## config.mk

```make
export PLATFORM = sky130hd
export DESIGN_NAME = scanline_fetch
export DESIGN_NICKNAME = d
export VERILOG_FILES = /design/src/rtl/scanline_fetch.sv
export SDC_FILE = /design/constraint.sdc
export NUM_CORES = 1
export LEC_CHECK = 0
export ABC_CLOCK_PERIOD_IN_PS = 5750
export CAP_MARGIN = 10
export CORE_ASPECT_RATIO = 1.75
export CORE_MARGIN = 2
export CORE_UTILIZATION = 50
export CTS_CLUSTER_DIAMETER = 200
export DETAILED_ROUTE_END_ITERATION = 16
export GPL_ROUTABILITY_DRIVEN = 0
export GPL_TIMING_DRIVEN = 0
export PLACE_DENSITY_LB_ADDON = 0.3
export SLEW_MARGIN = 25
export SYNTH_ARGS = -nofsm -noshare
export SYNTH_HDL_FRONTEND = slang
export SYNTH_SLANG_ARGS = --single-unit
```

## constraint.sdc

```tcl
create_clock -name clk_pixel -period 5.75 [get_ports clk_pixel]
set_input_delay 1.725 -clock clk_pixel [delete_from_list [all_inputs] [get_ports clk_pixel]]
set_output_delay 1.725 -clock clk_pixel [all_outputs]
set_load 0.02 [all_outputs]
```

## src/rtl/scanline_fetch.sv

```systemverilog
// rtl/scanline_fetch.sv - per-line row fetcher feeding the line buffer write port
// Decides per line pulse whether a new source row is needed and streams it from video memory.
module scanline_fetch #(
    parameter int DATA_WIDTH  = 8,
    parameter int LENGTH      = 640,
    parameter int ADDR_WIDTH  = 16,
    parameter int SCALE_WIDTH = 6
) (
    input  logic                           clk_pixel,
    input  logic                           reset,
    input  logic                           frame,
    input  logic                           line,
    input  logic                           active_line,
    input  logic [SCALE_WIDTH-1:0]         scale,
    input  logic [ADDR_WIDTH-1:0]          base_addr,
    input  logic [ADDR_WIDTH-1:0]          stride,
    input  logic [$clog2(LENGTH+1)-1:0]    width,
    output logic                           mem_req,
    output logic [ADDR_WIDTH-1:0]          mem_addr,
    input  logic                           mem_ack,
    input  logic [DATA_WIDTH-1:0]          mem_data,
    output logic                           lb_enable_input,
    output logic [DATA_WIDTH-1:0]          lb_data_in,
    output logic                           busy,
    output logic                           overrun
);
    localparam int CW = $clog2(LENGTH + 1);

    typedef enum logic [1:0] {IDLE, FETCH, DRAIN} state_t;

    state_t                 state_q;
    logic [SCALE_WIDTH-1:0] vcount_q;
    logic [ADDR_WIDTH-1:0]  row_addr_q;
    logic [ADDR_WIDTH-1:0]  fetch_addr_q;
    logic [ADDR_WIDTH-1:0]  pend_addr_q;
    logic [CW-1:0]          remaining_q;
    logic [CW-1:0]          pend_rem_q;
    logic                   pend_q;
    logic                   wr_q;
    logic                   overrun_q;
    logic [DATA_WIDTH-1:0]  data_q;

    // Frame is folded in first so a coincident line sees the new frame's row/vcount.
    logic [SCALE_WIDTH-1:0] vcount_cur, vcount_d, eff_scale_m1;
    logic [ADDR_WIDTH-1:0]  row_cur, row_addr_d;
    logic [CW-1:0]          width_clamped;
    logic                   new_row, start_fetch;

    always_comb begin
        row_cur       = frame ? base_addr : row_addr_q;
        vcount_cur    = frame ? '0 : vcount_q;
        eff_scale_m1  = (scale == '0) ? '0 : SCALE_WIDTH'(scale - 1'b1);
        width_clamped = (width > CW'(LENGTH)) ? CW'(LENGTH) : width;
        new_row       = line && active_line && (vcount_cur == '0);
        start_fetch   = new_row && (width_clamped != '0);
        vcount_d      = vcount_cur;
        row_addr_d    = row_cur;
        if (line && active_line) begin
            vcount_d = (vcount_cur >= eff_scale_m1) ? '0 : SCALE_WIDTH'(vcount_cur + 1'b1);
            if (new_row) begin
                row_addr_d = row_cur + stride;
            end
        end
    end

    always_ff @(posedge clk_pixel) begin
        if (reset) begin
            state_q      <= IDLE;
            vcount_q     <= '0;
            row_addr_q   <= '0;
            fetch_addr_q <= '0;
            pend_addr_q  <= '0;
            remaining_q  <= '0;
            pend_rem_q   <= '0;
            pend_q       <= 1'b0;
            wr_q         <= 1'b0;
            overrun_q    <= 1'b0;
            data_q       <= '0;
        end else begin
            vcount_q   <= vcount_d;
            row_addr_q <= row_addr_d;
            wr_q       <= 1'b0;
            overrun_q  <= frame ? 1'b0 : overrun_q;
            case (state_q)
                IDLE: begin
                    if (start_fetch) begin
                        fetch_addr_q <= row_cur;
                        remaining_q  <= width_clamped;
                        state_q      <= FETCH;
                    end
                end
                FETCH: begin
                    if (line) begin
                        overrun_q <= 1'b1;
                        if (mem_ack) begin
                            // The returning word belongs to the old row; drop it and restart now.
                            if (start_fetch) begin
                                fetch_addr_q <= row_cur;
                                remaining_q  <= width_clamped;
                            end else begin
                                state_q <= IDLE;
                            end
                        end else begin
                            pend_q      <= start_fetch;
                            pend_addr_q <= row_cur;
                            pend_rem_q  <= width_clamped;
                            state_q     <= DRAIN;
                        end
                    end else if (mem_ack) begin
                        wr_q         <= 1'b1;
                        data_q       <= mem_data;
                        fetch_addr_q <= fetch_addr_q + 1'b1;
                        remaining_q  <= remaining_q - 1'b1;
                        if (remaining_q == CW'(1)) begin
                            state_q <= IDLE;
                        end
                    end
                end
                DRAIN: begin
                    if (line) begin
                        overrun_q <= 1'b1;
                    end
                    if (mem_ack) begin
                        if (line ? start_fetch : pend_q) begin
                            fetch_addr_q <= line ? row_cur : pend_addr_q;
                            remaining_q  <= line ? width_clamped : pend_rem_q;
                            state_q      <= FETCH;
                        end else begin
                            state_q <= IDLE;
                        end
                    end else if (line) begin
                        pend_q      <= start_fetch;
                        pend_addr_q <= row_cur;
                        pend_rem_q  <= width_clamped;
                    end
                end
                default: state_q <= IDLE;
            endcase
        end
    end

    // The buffer clears its write pointer on line, so a word landing then would go astray.
    assign lb_enable_input = wr_q && !line;
    assign lb_data_in      = data_q;
    assign mem_req         = (state_q != IDLE);
    assign mem_addr        = fetch_addr_q;
    assign busy            = (state_q != IDLE);
    assign overrun         = overrun_q;
endmodule
```

==> Flow_metrics.wiki, run 1 <==
{| class="wikitable"
! Metric !! Value
|-
| Number of global-route vias before repair || 6365
|-
| Clock-pin slew on the worst setup and hold paths || 0.07 ns
|-
| Die width || around 85 µm
|-
| Hold-critical path depth || 2
|-
| Antenna violations before repair || 0
|-
| Cells resized by post-CTS repair || 0
|-
| Clock tree from TritonCTS || done
|-
| Number of nets produced by synthesis || roughly 850
|-
| Total wire length || about 20000 µm
|-
| Biggest area consumer among synthesized cells || dfxtp_1
|-
| Crit path kind || primary input to output port
|-
| Number of warnings reported in the yosys synthesis log || 0
|-
| CP max FO || 10
|-
| Unrepaired setup endpoints after global routing || false
|-
| Average via count per standard cell || 6.41
|-
| Area inside the core boundary || ~11000 µm²
|-
| Maximum clock frequency || ~190 MHz
|-
| Hold Violations, Final || 0
|-
| Post-layout net count || ~950
|-
| Number of remaining DRC errors || 0
|-
| Overall die height || 147 µm
|-
| Post-synthesis instance total || 757
|-
| Sum of net half-perimeters after detailed placement || 15100 µm
|-
| Final setup violating endpoints || 0
|-
| DRC violation total after the first TritonRoute iteration || 619
|-
| Number of enable-type register cells in the synthesized netlist || 0
|-
| Clock latency reported for the late side of the worst-skew pair || 0.35 ns
|-
| Largest buffer count on any clock path || 2
|-
| Wire length per cell after detailed routing || 20.1 µm
|-
| Fraction of the yosys area taken by sequential cells || 30.0%
|-
| Total number of H-tree levels || 3
|-
| Kind of cell with the highest combined delay on the critical path || buffers and inverters
|-
| Number of buffers inserted by port buffering || 87
|-
| Placed cell count || 979
|-
| Most instantiated cells after synthesis || 87 x dfxtp_1, 80 x nor2_1, 77 x nand2_1, 56 x a21oi_1, 48 x o21ai_0
|-
| Count of cell types in the netlist || 64
|-
| Cell Area, Placed || 6840 µm²
|-
| Critical path depth in cells || 5
|-
| Overall via count from detail_route || 6382
|-
| Router iterations before antenna repair || 7
|-
| Global-route wire length before repair || 31100 µm
|-
| Fin crit share || 90.4%
|-
| Final Cell Area || 7180 µm²
|-
| Cell Chain, Critical Path || buf_4 > clkbuf_1 > clkbuf_1 > nor2b_1 > clkdlybuf4s50_1
|-
| Maximum number of pins on one net before global-route repair || 15
|-
| Critical path's most frequent cell || clkbuf_1
|-
| Leftover overflow at the end of global routing || 0
|-
| Asr flop ratio synth || 0%
|-
| Worst setup skew after layout || about 0.0087 ns
|-
| Cts bufs inserted || 9
|-
| # diodes || 0
|-
| Slowest-stage cell, CP || clkdlybuf4s50_1
|-
| Required time of the worst setup path || 4.03 ns
|-
| Area delta synth->final || 23.7%
|-
| Top-level I/O count || 90
|-
| Post-layout utilization of the core || 62.7%
|-
| Hold bufs inserted after CTS || 0
|-
| Primary flip-flop cell chosen by synthesis mapping || dfxtp_1
|-
| Post-CTS setup-driven buffer insertion count || 0
|-
| Area fraction of the dominant cell type after synthesis || 30.0%
|-
| Tightest Pin Transition || 0.933 ns
|-
| Num Clock Sinks || 87
|-
| Remaining number of nets flagged by the antenna check after routing || 0
|-
| Average footprint of a synthesized cell || 7.67 µm²
|-
| Run status || complete, no violations
|-
| Global Route Usage Sum || 31.7%
|-
| Critical path capture point type || output port
|-
| Arrival time at the worst endpoint || about 3.5 ns
|-
| Min Clock Period, post-route || between 5 and 6 ns
|-
| Setup TNS || 0 ns
|-
| Die area || 12500 µm²
|-
| Logic depth of the worst register-to-register path || 9
|-
| Buffer and inverter count on the worst path || 4
|-
| Class of the worst hold path || flip-flop to flip-flop
|-
| Final non-filler cell total || just under 1000
|-
| Cell area power density || between 200 and 300 nW/µm²
|-
| Leakage power summed over all cells || 2.67 nW
|-
| Total power || 1.99 mW
|-
| Max-slew violation count || 0
|-
| Number of placement rows || 52
|-
| Clock root buffer master || clkbuf_16
|-
| Relative slew slack || 37.4%
|-
| Fraction of layout cells with a size suffix above 1 || 5.58%
|-
| Startpoint type of the worst setup path || primary input
|-
| Largest incremental delay on the critical path || 0.57 ns
|-
| Area of the mapped netlist || 5800 µm²
|-
| Total of max-cap violations || 0
|-
| Initial Util || 50.7%
|-
| Leading cell type by number of instances after synthesis || dfxtp_1
|-
| Flops & latches, synth || 87
|-
| VDD IR max || 0.000216 V
|-
| Leading post-synthesis cells by cell area || dfxtp_1 30%, ha_1 6.7%, nor2_1 5.2%
|}
==> cell families after synthesis <==
kind of cell / synth area share, %
simple gates: 22.6
compound gates: 25.7
flops: 30.0
buf+inv: 5.97
fa+ha+maj: 7.03
xor+xnor: 4.38
mux: 4.33
==> layout by cell type, fill, tap and decap left out, types with 5 or more instances in the layout <==
cell type        instances
a21o_1                   7
and2_1                   6
inv_1                   34
xnor2_1                 19
a31oi_1                  6
mux2_2                   9
buf_2                    5
nor2_1                  80
o32ai_1                  5
a211oi_1                30
o211ai_1                13
nand4_1                  6
or2_2                    5
clkbuf_1                34
xor2_1                  10
dfxtp_1                 87
mux2i_1                 15
ha_1                    31
a221oi_1                 6
o22ai_1                 10
nor2b_1                 15
clkdlybuf4s50_1         87
buf_1                    6
a21oi_1                 56
clkbuf_16                9
nand2_1                 77
nand3_1                 27
a211o_1                  5
nor3_1                  19
o21ai_0                 48
nand2b_1                12
==> final timing paths <==
kind | start | endpoint | slack, ns
worst min-delay path | lb_data_in[5] | lb_data_in[5] | 0.46
worst max-delay path | line | lb_enable_input | 0.55
worst max register to register | row_addr_q[1] | row_addr_q[15] | 2.51
worst min register to register | lb_data_in[5] | lb_data_in[5] | 0.46
==> per-layer routing <==
metal,vias up,global-route usage (%),part of all wire (%)
li1,2930,-,-
met1,2902,31.9,34
met2,405,55.9,50
met3,145,5.37,7.5
met4,0,25.5,8.8
met5,-,0,0
==> final cells by class <==
class | instances | area (µm²)
flip-flops and latches | 87 | 1740
inverters | 34 | 128
clock buffers | 12 | 256
well taps | 135 | 169
plain buffers | 49 | 219
repair buffers | 87 | 871
multi-input cells | 587 | 3710
fillers | 1020 | 4270
clock inverters | 4 | 77.6
==> flip-flops by register name, indices dropped and copies added, names as in the netlist <==
name         cells
mem_addr        16
overrun          1
pend_q           1
row_addr_q      16
pend_rem_q      10
vcount_q         6
lb_data_in       8
state_q          2
pend_addr_q     16
remaining_q     10
wr_q             1
==> worst reg2reg max path, stage by stage (launching register included) <==
cell and delay, ns:
dfxtp_1 0.29, mux2i_1 0.56, inv_1 0.15, ha_1 0.33, a211oi_1 0.36, o211ai_1 0.19, a41oi_1 0.48, a22oi_1 0.21
mux2i_1 0.21, mux2_2 0.35
==> power by group <==
group          leakage [nW]  switching (mW)  internal (mW)
Clock                 0.163           0.249          0.406
Combinational          1.80           0.379          0.260
Sequential            0.709          0.0422          0.653
Total                  2.67           0.671           1.32
==> through the flow <==
step | worst slack, ns | hold WS [ns]
final | 0.550 | 0.460
after global routing | 0.459 | 0.481
after CTS | 0.616 | 0.454
after detailed placement | 0.412 | 0.445
after global placement | 0.419 | 0.441
after floorplan | 1.22 | 0.431
Power figures use the tool's default switching activity.
==> run 2: changes to the inputs <==
--- a/config.mk
+++ b/config.mk
@@ -8,7 +8,6 @@
 export ABC_CLOCK_PERIOD_IN_PS = 5750
 export CAP_MARGIN = 10
 export CORE_ASPECT_RATIO = 1.75
-export CORE_MARGIN = 2
 export CORE_UTILIZATION = 50
 export CTS_CLUSTER_DIAMETER = 200
 export DETAILED_ROUTE_END_ITERATION = 16
==> run 2 against run 1 <==
Compared with the run above: maximum frequency is 0.58% higher; via count is 0.75% higher; sequential power hardly changed; power is 0.67% lower; largest power group unchanged.
==> Flow_metrics.wiki, run 2 (synthesis gave the netlist of run 1 again) <==
{| class="wikitable"
! Metric !! Value
|-
| Run status || complete, no violations
|-
| Clock latency reported for the late side of the worst-skew pair || 0.35 ns
|-
| Relative slew slack || 32.3%
|-
| VDD IR max || 0.000210 V
|-
| Worst setup margin || 0.580 ns
|-
| # diodes || 0
|-
| Fraction of layout cells with a size suffix above 1 || about 5.4%
|-
| Clock-pin slew on the worst setup and hold paths || 0.06 ns
|-
| Slowest-stage cell, CP || buf_1
|-
| Met2 GRT Util || 60.7%
|-
| Setup TNS || 0 ns
|-
| Global Route Usage Sum || between 30% and 40%
|-
| Area delta synth->final || 23.3%
|-
| Arrival time at the worst endpoint || 5.37 ns
|-
| Place WS || about 0.32 ns
|-
| Wire length per cell after detailed routing || slightly above 20 µm
|-
| Largest incremental delay on the critical path || roughly 0.64 ns
|-
| Die width || 83.4 µm
|-
| Sum of net half-perimeters after detailed placement || 15000 µm
|-
| Die area || 12100 µm²
|-
| Post-layout utilization of the core || a little under two thirds
|-
| Post-layout net count || 949
|-
| Hold Violations, Final || 0
|-
| Part of the power in registers || a little over a third
|-
| Met3 track demand over resource || 7.08%
|-
| Leakage power summed over all cells || 2.65 nW
|-
| Worst setup skew after layout || between 0.005 and 0.006 ns
|-
| Met1 GRT Util || 33.8%
|-
| Cts bufs inserted || 9
|-
| Sw Share || around a third
|-
| Initial Util || 51.7%
|-
| Most frequent cells in the layout || 87 x clkdlybuf4s50_1, 87 x dfxtp_1, 80 x nor2_1
|-
| Overall via count from detail_route || 6430
|-
| Net Switching || 673 µW
|-
| Maximum number of pins on one net before global-route repair || 14
|-
| Hold bufs inserted after CTS || 0
|-
| Crit path kind || primary input to flip-flop
|-
| Remaining number of nets flagged by the antenna check after routing || 0
|-
| Cell area power density || ~280 nW/µm²
|-
| CP max FO || 10
|-
| Post-CTS setup-driven buffer insertion count || 0
|-
| Total number of H-tree levels || 3
|-
| Min Clock Period, post-route || just over 5 ns
|-
| Number of global-route vias before repair || 6489
|-
| Number of placement rows || 51
|-
| Largest buffer count on any clock path || 2
|-
| Gate power share || between 30% and 40%
|-
| Global-route wire length before repair || 32300 µm
|-
| Num Clock Sinks || 87
|-
| Cell Chain, Critical Path || buf_2 > buf_1 > mux2i_1 > inv_1 > ha_1 > inv_1 > fa_1 > nor2b_1 > o211ai_1 > a21boi_0 > or2_2 > clkbuf_1 > a2111oi_0 > a2111oi_0
|-
| Final setup violating endpoints || 0
|-
| Number of buffers inserted by port buffering || 87
|-
| Unrepaired setup endpoints after global routing || false
|-
| Fin crit share || 89.9%
|-
| Maximum clock frequency || a little under 200 MHz
|-
| Most congested layer reported by global routing || met2
|-
| Leftover overflow at the end of global routing || 0
|-
| Cells resized by post-CTS repair || 0
|-
| Clock tree from TritonCTS || done
|-
| Class of the worst hold path || flip-flop to flip-flop
|-
| Top-level I/O count || 90
|-
| Area inside the core boundary || 11200 µm²
|-
| Total wire length || 20300 µm
|-
| Startpoint type of the worst setup path || primary input
|-
| Average via count per standard cell || approximately 6.5
|-
| Number of remaining DRC errors || 0
|-
| Total of max-cap violations || 0
|-
| Required time of the worst setup path || 5.96 ns
|-
| Internal power || 1.30 mW
|-
| Router iterations before antenna repair || 6
|-
| Overall die height || about 140 µm
|-
| DRC violation total after the first TritonRoute iteration || 663
|-
| Critical path capture point type || flip-flop
|-
| Tightest Pin Transition || 1.01 ns
|-
| Clock share of power || 32.4%
|-
| Antenna violations before repair || 0
|-
| Max-slew violation count || 0
|-
| Clock root buffer master || clkbuf_16
|}
[run 2: changes by cell type in the layout (fill, tap and decap cells not counted), sizes merged]
cell,change
clkinv,-2
clkinvlp,+1
[run 2: metal layers]
| metal | share of wire, % | vias to the layer above |
|---|---|---|
| met2 | 49 | 390 |
| met3 | 7.5 | 149 |
| met4 | 9.1 | 0 |
| li1 | - | 2938 |
| met5 | 0 | - |
| met1 | 34 | 2953 |
[run 2: path summary, 6_finish.rpt]
| check | slack, ns | from | end | cells after the start |
|---|---|---|---|---|
| min reg2reg | 0.46 | lb_data_in[0] | lb_data_in[0] | 2 |
| min | 0.46 | lb_data_in[0] | lb_data_in[0] | 2 |
| max reg2reg | 2.43 | row_addr_q[1] | row_addr_q[15] | 9 |
| max | 0.58 | frame | row_addr_q[12] | 14 |
[run 2: critical path, delay by kind of cell]
kind	cells	cell delay, ns
AOI/OAI and AO/OA	4	0.97
adders and majority gates	2	0.57
buffers and inverters	5	1.43
muxes	1	0.31
and+or+nand+nor	2	0.34
[run 2: cell type report]
cell class	count	area [µm²]
buffer	49	219
inverter	34	128
fill	1013	4080
clock buffer	12	246
timing repair buffer	87	871
clock inverter	3	67.6
sequential	87	1740
multi-input combinational	587	3710
tap	132	165
[run 2: power groups by stage]
stage | Combinational [mW] | Sequential (mW) | Clock, mW
after floorplan | 0.391 | 0.713 | 0
after global routing | 0.691 | 0.699 | 0.660
after global placement | 0.599 | 0.702 | 0
final | 0.642 | 0.695 | 0.641
after detailed placement | 0.617 | 0.705 | 0
after CTS | 0.623 | 0.693 | 0.633
[run 2: per-stage QoR]
stage | instances | hold slack (ns) | instance area, µm² | power [mW]
after detailed placement | 976 | 0.448 | 6840 | 1.32
after global routing | 991 | 0.491 | 7150 | 2.05
final | 991 | 0.457 | 7150 | 1.98
after floorplan | 757 | 0.431 | 5800 | 1.10
after global placement | 976 | 0.443 | 6840 | 1.30
after CTS | 991 | 0.455 | 7150 | 1.95
==> run 3: changes to the inputs <==
--- a/config.mk
+++ b/config.mk
@@ -11,7 +11,6 @@
 export CORE_UTILIZATION = 50
 export CTS_CLUSTER_DIAMETER = 200
 export DETAILED_ROUTE_END_ITERATION = 16
-export GPL_ROUTABILITY_DRIVEN = 0
 export GPL_TIMING_DRIVEN = 0
 export PLACE_DENSITY_LB_ADDON = 0.3
 export SLEW_MARGIN = 25
==> run 3 against run 2 <==
Compared with the run above: non-clock buffer count did not move; die area unchanged; maximum frequency decreased by 1.6%; global-route usage is essentially flat; utilization is essentially flat; final area barely moved; first-iteration DRC count shrank 22%; combinational power about the same.
==> Flow_metrics.wiki, run 3 (synthesis gave the netlist of run 1 again) <==
{| class="wikitable"
! Metric !! Value
|-
| Gate power share || between 30% and 40%
|-
| Area used by multi-input combinational logic || between 3000 and 4000 µm²
|-
| Kind of cell with the highest combined delay on the critical path || buffers and inverters
|-
| Placed cell count || 976
|-
| Maximum number of pins on one net before global-route repair || 15
|-
| Leftover overflow at the end of global routing || 0
|-
| Total number of H-tree levels || 3
|-
| Max-slew violation count || 0
|-
| Filler cell count in the final layout || 992
|-
| Final setup violating endpoints || 0
|-
| Critical path capture point type || output port
|-
| Cell Chain, Critical Path || buf_4 > clkbuf_1 > clkbuf_1 > nor2b_1 > clkdlybuf4s50_1
|-
| Required time of the worst setup path || just over 4 ns
|-
| Cts bufs inserted || 9
|-
| Number of remaining DRC errors || 0
|-
| Clock tree from TritonCTS || done
|-
| Total wire length || between 20000 and 25000 µm
|-
| Die width || 83.4 µm
|-
| Part of the power in registers || 35.4%
|-
| Unrepaired setup endpoints after global routing || false
|-
| Total met2 wirelength after detailed routing || 10500 µm
|-
| Relative slew slack || 35.7%
|-
| Num Clock Sinks || 87
|-
| Met1 Wirelength || 7200 µm
|-
| Arrival time at the worst endpoint || 3.53 ns
|-
| Total power || 1.96 mW
|-
| Worst setup margin || around 0.5 ns
|-
| Slowest-stage cell, CP || clkdlybuf4s50_1
|-
| Maximum clock frequency || 190 MHz
|-
| Cells resized by post-CTS repair || 0
|-
| Net Switching || roughly 680 µW
|-
| Hold bufs inserted after CTS || 0
|-
| Clock root buffer master || clkbuf_16
|-
| Crit path kind || primary input to output port
|-
| Area inside the core boundary || 11200 µm²
|-
| Clock share of power || 31.8%
|-
| Largest buffer count on any clock path || 2
|-
| Run status || complete, no violations
|-
| Reg area || 1740 µm²
|-
| Sum of net half-perimeters after detailed placement || 15400 µm
|-
| Global Route Usage Sum || 34.4%
|-
| Hold Violations, Final || 0
|-
| Leakage power summed over all cells || 2.65 nW
|-
| Total of max-cap violations || 0
|-
| Remaining number of nets flagged by the antenna check after routing || 0
|-
| Post-CTS setup-driven buffer insertion count || 0
|-
| Sw Share || 34.9%
|-
| Overall die height || 145 µm
|-
| Largest incremental delay on the critical path || roughly 0.57 ns
|-
| Cell area power density || 274 nW/µm²
|-
| Buffer and inverter count on the worst path || 4
|-
| Place WS || between 0.3 and 0.4 ns
|-
| Most frequent cells in the layout || 87 x clkdlybuf4s50_1, 87 x dfxtp_1, 80 x nor2_1
|-
| Wire length per cell after detailed routing || 20.8 µm
|-
| CP max FO || 10
|-
| Highest metal layer with signal wires || met4
|-
| Fraction of layout cells with a size suffix above 1 || 5.58%
|-
| VDD IR max || about 0.00016 V
|-
| Number of buffers inserted by port buffering || just under 90
|-
| Initial Util || 51.7%
|-
| Router iterations before antenna repair || 7
|-
| Worst setup skew after layout || 0.0112 ns
|-
| Critical path's most frequent cell || clkbuf_1
|-
| Overall via count from detail_route || 6363
|-
| Internal power || 1.27 mW
|-
| Setup TNS || 0 ns
|-
| Antenna violations before repair || 0
|-
| Final Wtd Congestion || 0.978
|-
| Number of global-route vias before repair || between 6000 and 7000
|-
| Area delta synth->final || 23.2%
|-
| Die area || 12100 µm²
|-
| Top-level I/O count || 90
|-
| Post-layout net count || 949
|-
| Clock latency reported for the late side of the worst-skew pair || ~0.35 ns
|-
| Number of placement rows || 51
|-
| Met3 routed wirelength || 1440 µm
|-
| # diodes || 0
|-
| Average via count per standard cell || 6.41
|-
| Min Clock Period, post-route || 5.25 ns
|-
| Post-layout utilization of the core || between 60 and 70%
|-
| DRC violation total after the first TritonRoute iteration || approximately 520
|-
| Startpoint type of the worst setup path || primary input
|-
| Fin crit share || about 91%
|-
| Clock-pin slew on the worst setup and hold paths || 0.06 ns
|-
| Final non-filler cell total || between 900 and 1000
|-
| Tightest Pin Transition || ~0.96 ns
|-
| Class of the worst hold path || flip-flop to flip-flop
|-
| Global-route wire length before repair || about 32000 µm
|}
run 3: final timing paths:
path / to / slack [ns] / cells after the start / start
worst max-delay path: lb_enable_input / 0.50 / 5 / line
worst min-delay path: pend_rem_q[9] / 0.46 / 2 / pend_rem_q[9]
worst max register to register: row_addr_q[15] / 2.54 / 9 / row_addr_q[1]
worst min register to register: pend_rem_q[9] / 0.46 / 2 / pend_rem_q[9]
run 3: layer usage:
metal  up-vias  GRT usage (%)
li1       2924              -
met1      2943           34.0
met2       367           63.5
met3       129           6.39
met4         0           26.3
met5         -              0
run 3: area by class of cell:
class                      instances  share of cell area [%]
clock inverter                     4                   0.753
timing repair buffer              87                    12.2
multi-input combinational        587                    52.0
clock buffer                      12                    3.59
sequential                        87                    24.4
buffer                            49                    3.06
tap                              132                    2.31
inverter                          34                    1.79
run 3: tightest hold or removal path: stages (launching register included):
cell and delay [ns]:
dfxtp_1 0.31, nand2_1 0.05, a21oi_1 0.05
run 3: power groups by stage:
stage	registers (mW)	logic [mW]	clock network, mW
finish	0.692	0.643	0.622
global route	0.697	0.693	0.637
CTS	0.690	0.628	0.615
detailed placement	0.704	0.623	0
global placement	0.701	0.608	0
floorplan	0.713	0.391	0
run 3: metrics by stage:
stage               hold slack (ns)  area, µm²
CTS                           0.458       7150
detailed placement            0.449       6840
floorplan                     0.431       5800
global route                  0.489       7150
global placement              0.442       6840
finish                        0.459       7150
